===== src/rtl/mag_comp_pkg.sv =====
// Shared types for the serial magnitude comparator: FSM states, chunk
// compare results and an index-width helper.
package mag_comp_pkg;

   typedef enum logic [1:0] {IDLE, CMP, DONE} mc_state_t;

   typedef enum logic [1:0] {MC_EQ, MC_GT, MC_LT} mc_res_t;

   // Width of a counter addressing n entries; never narrower than one bit
   // so a single-chunk build still has a legal index register.
   function automatic int idx_width(input int n);
      return (n > 1) ? $clog2(n) : 1;
   endfunction

endpackage


===== src/rtl/mag_comp_chunk.sv =====
// Combinational unsigned compare of one CHUNK-bit slice pair.
module mag_comp_chunk
   import mag_comp_pkg::*;
#(
   parameter int CHUNK = 2
) (
   input  logic [CHUNK-1:0] a,
   input  logic [CHUNK-1:0] b,
   output mc_res_t          res
);

   // Classify the slice pair; equality is the default outcome.
   always_comb begin
      res = MC_EQ;
      if (a > b) begin
         res = MC_GT;
      end else if (a < b) begin
         res = MC_LT;
      end
   end

endmodule


===== src/rtl/mag_comp_serial.sv =====
// Serial magnitude comparator: compares two WIDTH-bit operands CHUNK bits
// per cycle, most significant chunk first, stopping at the first chunk that
// differs. Operands and results move through valid/ready handshakes.
// Optional feature macro: SIGNED_CMP_EN adds the signed_i port and a
// two's-complement compare mode (MSB flipped at capture, offset-binary).
module mag_comp_serial
   import mag_comp_pkg::*;
#(
   parameter int WIDTH = 16,
   parameter int CHUNK = 2,
   localparam int NCHUNK = WIDTH / CHUNK,
   localparam int CW     = $clog2(NCHUNK + 1)
) (
   input  logic             clk,
   input  logic             rst_n,
   input  logic             in_valid,
   output logic             in_ready,
   input  logic [WIDTH-1:0] a_i,
   input  logic [WIDTH-1:0] b_i,
`ifdef SIGNED_CMP_EN
   input  logic             signed_i,
`endif
   output logic             out_valid,
   input  logic             out_ready,
   output logic             gt_o,
   output logic             eq_o,
   output logic             lt_o,
   output logic [CW-1:0]    cycles_o
);

   localparam int IW = idx_width(NCHUNK);
   localparam int NSLOT = 2 ** IW;
   localparam logic [WIDTH-1:0] MSB_MASK = {1'b1, {(WIDTH-1){1'b0}}};

   mc_state_t        state;
   mc_state_t        state_next;
   logic [WIDTH-1:0] a_cap;
   logic [WIDTH-1:0] b_cap;
   logic [IW-1:0]    idx;
   logic [CW-1:0]    cnt;
   logic             accept;
   logic             flip;
   mc_res_t          chunk_res;

   // Slice tables padded to a power of two so idx never addresses past the end.
   logic [CHUNK-1:0] a_chunk [NSLOT];
   logic [CHUNK-1:0] b_chunk [NSLOT];

   generate
      for (genvar gi = 0; gi < NSLOT; gi++) begin : g_slice
         if (gi < NCHUNK) begin : g_real
            assign a_chunk[gi] = a_cap[gi*CHUNK +: CHUNK];
            assign b_chunk[gi] = b_cap[gi*CHUNK +: CHUNK];
         end else begin : g_pad
            assign a_chunk[gi] = '0;
            assign b_chunk[gi] = '0;
         end
      end
   endgenerate

   mag_comp_chunk #(
      .CHUNK (CHUNK)
   ) u_chunk (
      .a   (a_chunk[idx]),
      .b   (b_chunk[idx]),
      .res (chunk_res)
   );

`ifdef SIGNED_CMP_EN
   assign flip = signed_i;
`else
   assign flip = 1'b0;
`endif

   assign accept = (state == IDLE) && in_valid;

   // State register; reset drops any compare in flight.
   always_ff @(posedge clk or negedge rst_n) begin
      if (!rst_n) begin
         state <= IDLE;
      end else begin
         state <= state_next;
      end
   end

   // Next-state and handshake outputs.
   always_comb begin
      state_next = state;
      in_ready   = 1'b0;
      out_valid  = 1'b0;
      case (state)
         IDLE: begin
            in_ready = 1'b1;
            if (in_valid) begin
               state_next = CMP;
            end
         end
         CMP: begin
            if (chunk_res != MC_EQ || idx == IW'(0)) begin
               state_next = DONE;
            end
         end
         DONE: begin
            out_valid = 1'b1;
            if (out_ready) begin
               state_next = IDLE;
            end
         end
         default: state_next = IDLE;
      endcase
   end

   // Operand capture, chunk walk and result registers. Results are only
   // rewritten when a new compare decides, so they persist into IDLE.
   always_ff @(posedge clk or negedge rst_n) begin
      if (!rst_n) begin
         a_cap    <= '0;
         b_cap    <= '0;
         idx      <= '0;
         cnt      <= '0;
         gt_o     <= 1'b0;
         eq_o     <= 1'b0;
         lt_o     <= 1'b0;
         cycles_o <= '0;
      end else if (accept) begin
         a_cap <= flip ? (a_i ^ MSB_MASK) : a_i;
         b_cap <= flip ? (b_i ^ MSB_MASK) : b_i;
         idx   <= IW'(NCHUNK - 1);
         cnt   <= '0;
      end else if (state == CMP) begin
         cnt <= cnt + CW'(1);
         if (chunk_res != MC_EQ || idx == IW'(0)) begin
            gt_o     <= (chunk_res == MC_GT);
            lt_o     <= (chunk_res == MC_LT);
            eq_o     <= (chunk_res == MC_EQ);
            cycles_o <= cnt + CW'(1);
         end else begin
            idx <= idx - IW'(1);
         end
      end
   end

endmodule


===== config.mk =====
export PLATFORM = sky130hd
export DESIGN_NAME = mag_comp_serial
export DESIGN_NICKNAME = d
export VERILOG_FILES = /design/src/rtl/mag_comp_pkg.sv /design/src/rtl/mag_comp_chunk.sv /design/src/rtl/mag_comp_serial.sv
export SDC_FILE = /design/constraint.sdc
export NUM_CORES = 1
export LEC_CHECK = 0
export ABC_AREA = 0
export BUFFER_PORTS_ARGS = -buffer_cell sky130_fd_sc_hd__buf_2
export CAP_MARGIN = 5
export CORE_MARGIN = 1
export CORE_UTILIZATION = 50
export DETAILED_ROUTE_END_ITERATION = 7
export PLACE_DENSITY = 0.74
export SYNTH_ARGS = -nofsm -noshare
export SYNTH_HDL_FRONTEND = slang
export SYNTH_SLANG_ARGS = --single-unit

===== constraint.sdc =====
create_clock -name clk -period 3.1 [get_ports clk]
set_clock_uncertainty 0.2 [all_clocks]
set_input_delay 0.62 -clock clk [delete_from_list [all_inputs] [get_ports clk]]
set_output_delay 0.62 -clock clk [all_outputs]
set_load 0.01 [all_outputs]

==> key figures <==
Floorplan
  • Die Y: 68.9 µm
  • Std-Cell Rows: 23
  • Die X: 68.9 µm
  • Die area: 4750 µm²
  • Initial Util: 54.0%
  • CORE AREA: 4140 µm²
  • I/O Pins: 45

Yosys
  • Netlist Area Pre-Place: 2240 µm²
  • Sequential share of the synthesized area: 53.6%
  • EDFF count, synth: 0
  • Cell with the most instances after synthesis: nand2_1
  • Yosys warns: 0
  • Dominant cell type by area after synthesis: dfrtp_1
  • Seq cells post-synth: 48
  • Post-synth ARST share: 100%
  • Share of the synthesized area in the top cell type: 53.6%
  • Most frequent cells after synthesis: 107 x nand2_1, 48 x dfrtp_1, 10 x o21ai_0, 8 x mux4_1, 6 x buf_2
  • Ys flop type: dfrtp_1
  • Mapped Cells: 225
  • Top post-synthesis cells by area: dfrtp_1 54%, nand2_1 18%, mux4_1 9.4%
  • Synth Net Count: 266
  • Avg Cell Area, Syn: 9.95 µm²
  • Netlist cell types: 28

Finish
  • Multi-input gate area in the final layout: 970 µm²
  • Register area: 1200 µm²
  • Fillers: 364
  • Share of cells above drive strength 1: 22.9%
  • NumNets Final: 311
  • Antenna cells: 0
  • Layout overhead on the synthesized area: 16.3%

Power and ir drop
  • Internal Power: 1.53 mW
  • Net switching power: 0.879 mW
  • Register share of total power: 44.4%
  • Power per cell area: 925 nW/µm²
  • Switching Fraction: 36.5%
  • Total chip power: 2.41 mW
  • Lkg Pwr: 1.43 nW
  • Combinational power share: 39.9%
  • Clock power frac: 15.7%
  • Worst VDD drop: 400 µV

Worst setup path
  • Crit-path leading delay family: multiplexers
  • Worst path bufs/invs: 0
  • CP Launch Type: register
  • Worst path max stage delay: 580 ps
  • Critical Path RT: 3070 ps
  • CP Class: reg2reg
  • CP Max Fanout: 7
  • Slowest stage cell, crit path: mux4_1
  • Critical Path End Type: register
  • Most used cell, CP: nand2_1
  • CP Cell Sequence: mux4_1 > mux2_2 > ha_1 > nand2_1 > nor4_4 > xnor2_1 > nand2_1
  • Worst EP arrival: 2840 ps

Timing
  • Tmin final: 2870 ps
  • Period utilization: 92.7%
  • Slew @ Worst Pin: 601 ps
  • Final Hold Viols: 0
  • Final setup margin: 226 ps
  • Max_slew headroom: 59.9%
  • RSZ-0062 raised after global routing: false
  • Setup TNS: 0 ps
  • Pins Over Slew Limit: 0
  • Final Setup Violations: 0
  • Peak Freq: 348 MHz

Route
  • Final wirelength: 4020 µm
  • 1st-pass router iterations: 4
  • Violation count after the first detailed-route iteration: 43
  • Final ANT Viol Nets: 0
  • DR vias: 1625
  • Post-route DRC: 0
  • Via density: 5.06
  • Routed len/inst: 12.5 µm

Run
  • MaxCap Viol Count: 0

Clock network
  • Max clock buf depth: 2
  • Worst skew pair latency: 300 ps
  • CTS Sinks: 48
  • Buffer count from post-CTS setup fixing: 0
  • Hold buffers post-CTS: 0
  • H-tree depth: 2
  • Clock slew at reported path FFs: 80 ps
  • Root cell of the clock tree: clkbuf_8
  • PostCTS Resize Cnt: 0
  • Cts bufs inserted: 5
  • CTS tree: done

Placement
  • Port Buffers: 44
  • Placer congestion estimate: 0.760
  • Dpl ws: 229 ps
  • Hpwl dp: 2990 µm

Status
  • Status: completed

Hold path
  • Hold Crit Class: in2async

Global route
  • Global-route wire length before repair: 7040 µm
  • Total gr overflow: 0
  • GRT Util Overall: 20.7%
  • Vias in the first global route: 1575
  • Largest net degree at the start of global routing: 26
  • Initial antenna violation count: 0
[placed cells by master, fill, tap and decap left out, drive strengths merged]
cell type and instances:
nor2 5, a21o 1, a31oi 1, mux2 3, a32o 1, nand3 2, nand2b 3, nor2b 2
clkinvlp 1, nor4 1, a211oi 1, inv 5, o31ai 1, xnor2 2, nand2 107, xor2 1
nor3b 1, and2b 1, clkbuf 7, mux4 8, o211ai 1, dfrtp 48, or2 1, o21ai 10
ha 5, mux2i 2, buf 49, a21oi 1
[worst paths after layout]
check                           slack (ps)        end     start  cells after the start
min in group clk                       270   b_cap[8]  b_cap[8]                      2
worst min register to register         270   b_cap[8]  b_cap[8]                      2
worst max-delay path                   230     idx[0]    idx[0]                      7
max in group asynchronous             1910  b_cap[11]     rst_n                      2
worst max register to register         230     idx[0]    idx[0]                      7
worst min-delay path                    90     cnt[3]     rst_n                      1
[flip-flops by register name, indices dropped and copies added, names as in the netlist, 2 cells and up]
register / flops
idx: 3
cycles_o: 4
cnt: 4
state: 2
b_cap: 16
a_cap: 16
[layout make-up]
class / count / area share (%)
clock buffers: 7 / 3.32
repair buffers: 49 / 9.90
flip-flops and latches: 48 / 46.1
multi-input cells: 161 / 37.2
well taps: 50 / 2.40
inverters: 5 / 0.721
clock inverters: 1 / 0.288
[power groups by stage]
| stage | Combinational, mW | Clock (mW) | Sequential, mW |
|---|---|---|---|
| floorplan | 0.738 | 0 | 1.03 |
| global placement | 0.932 | 0 | 1.09 |
| detailed placement | 0.968 | 0 | 1.08 |
| CTS | 0.974 | 0.389 | 1.07 |
| global route | 1.12 | 0.413 | 1.11 |
| finish | 0.960 | 0.377 | 1.07 |
[stage by stage]
stage	instances	hold WS, ps	instance area [µm²]	utilization, %
floorplan	225	124	2240	-
global placement	313	256	2510	60.6
detailed placement	313	257	2510	60.6
CTS	321	103	2600	62.8
global route	321	120	2600	62.8
finish	321	86.2	2600	62.8
[cells by family (layout without fill, tap and decap cells)]
kind of cell    count (synthesis)  after routing  synth area share, %
xor+xnor                        3              3                 1.17
compound gates                 17             17                 4.53
mux                            13             13                 11.8
buf+inv                        16             62                 3.35
fa+ha+maj                       5              5                 2.79
flops                          48             48                 53.6
simple gates                  123            123                 22.7
[per-layer routing]
layer / vias to the layer above / GRT usage (%) / share of wire, %
met5: - / 0 / 0
li1: 824 / - / -
met2: 39 / 33.4 / 46
met1: 755 / 26.9 / 48
met3: 7 / 5.43 / 4.5
met4: 0 / 6.89 / 1.3
Note: power is estimated with default switching activity, not from simulation.
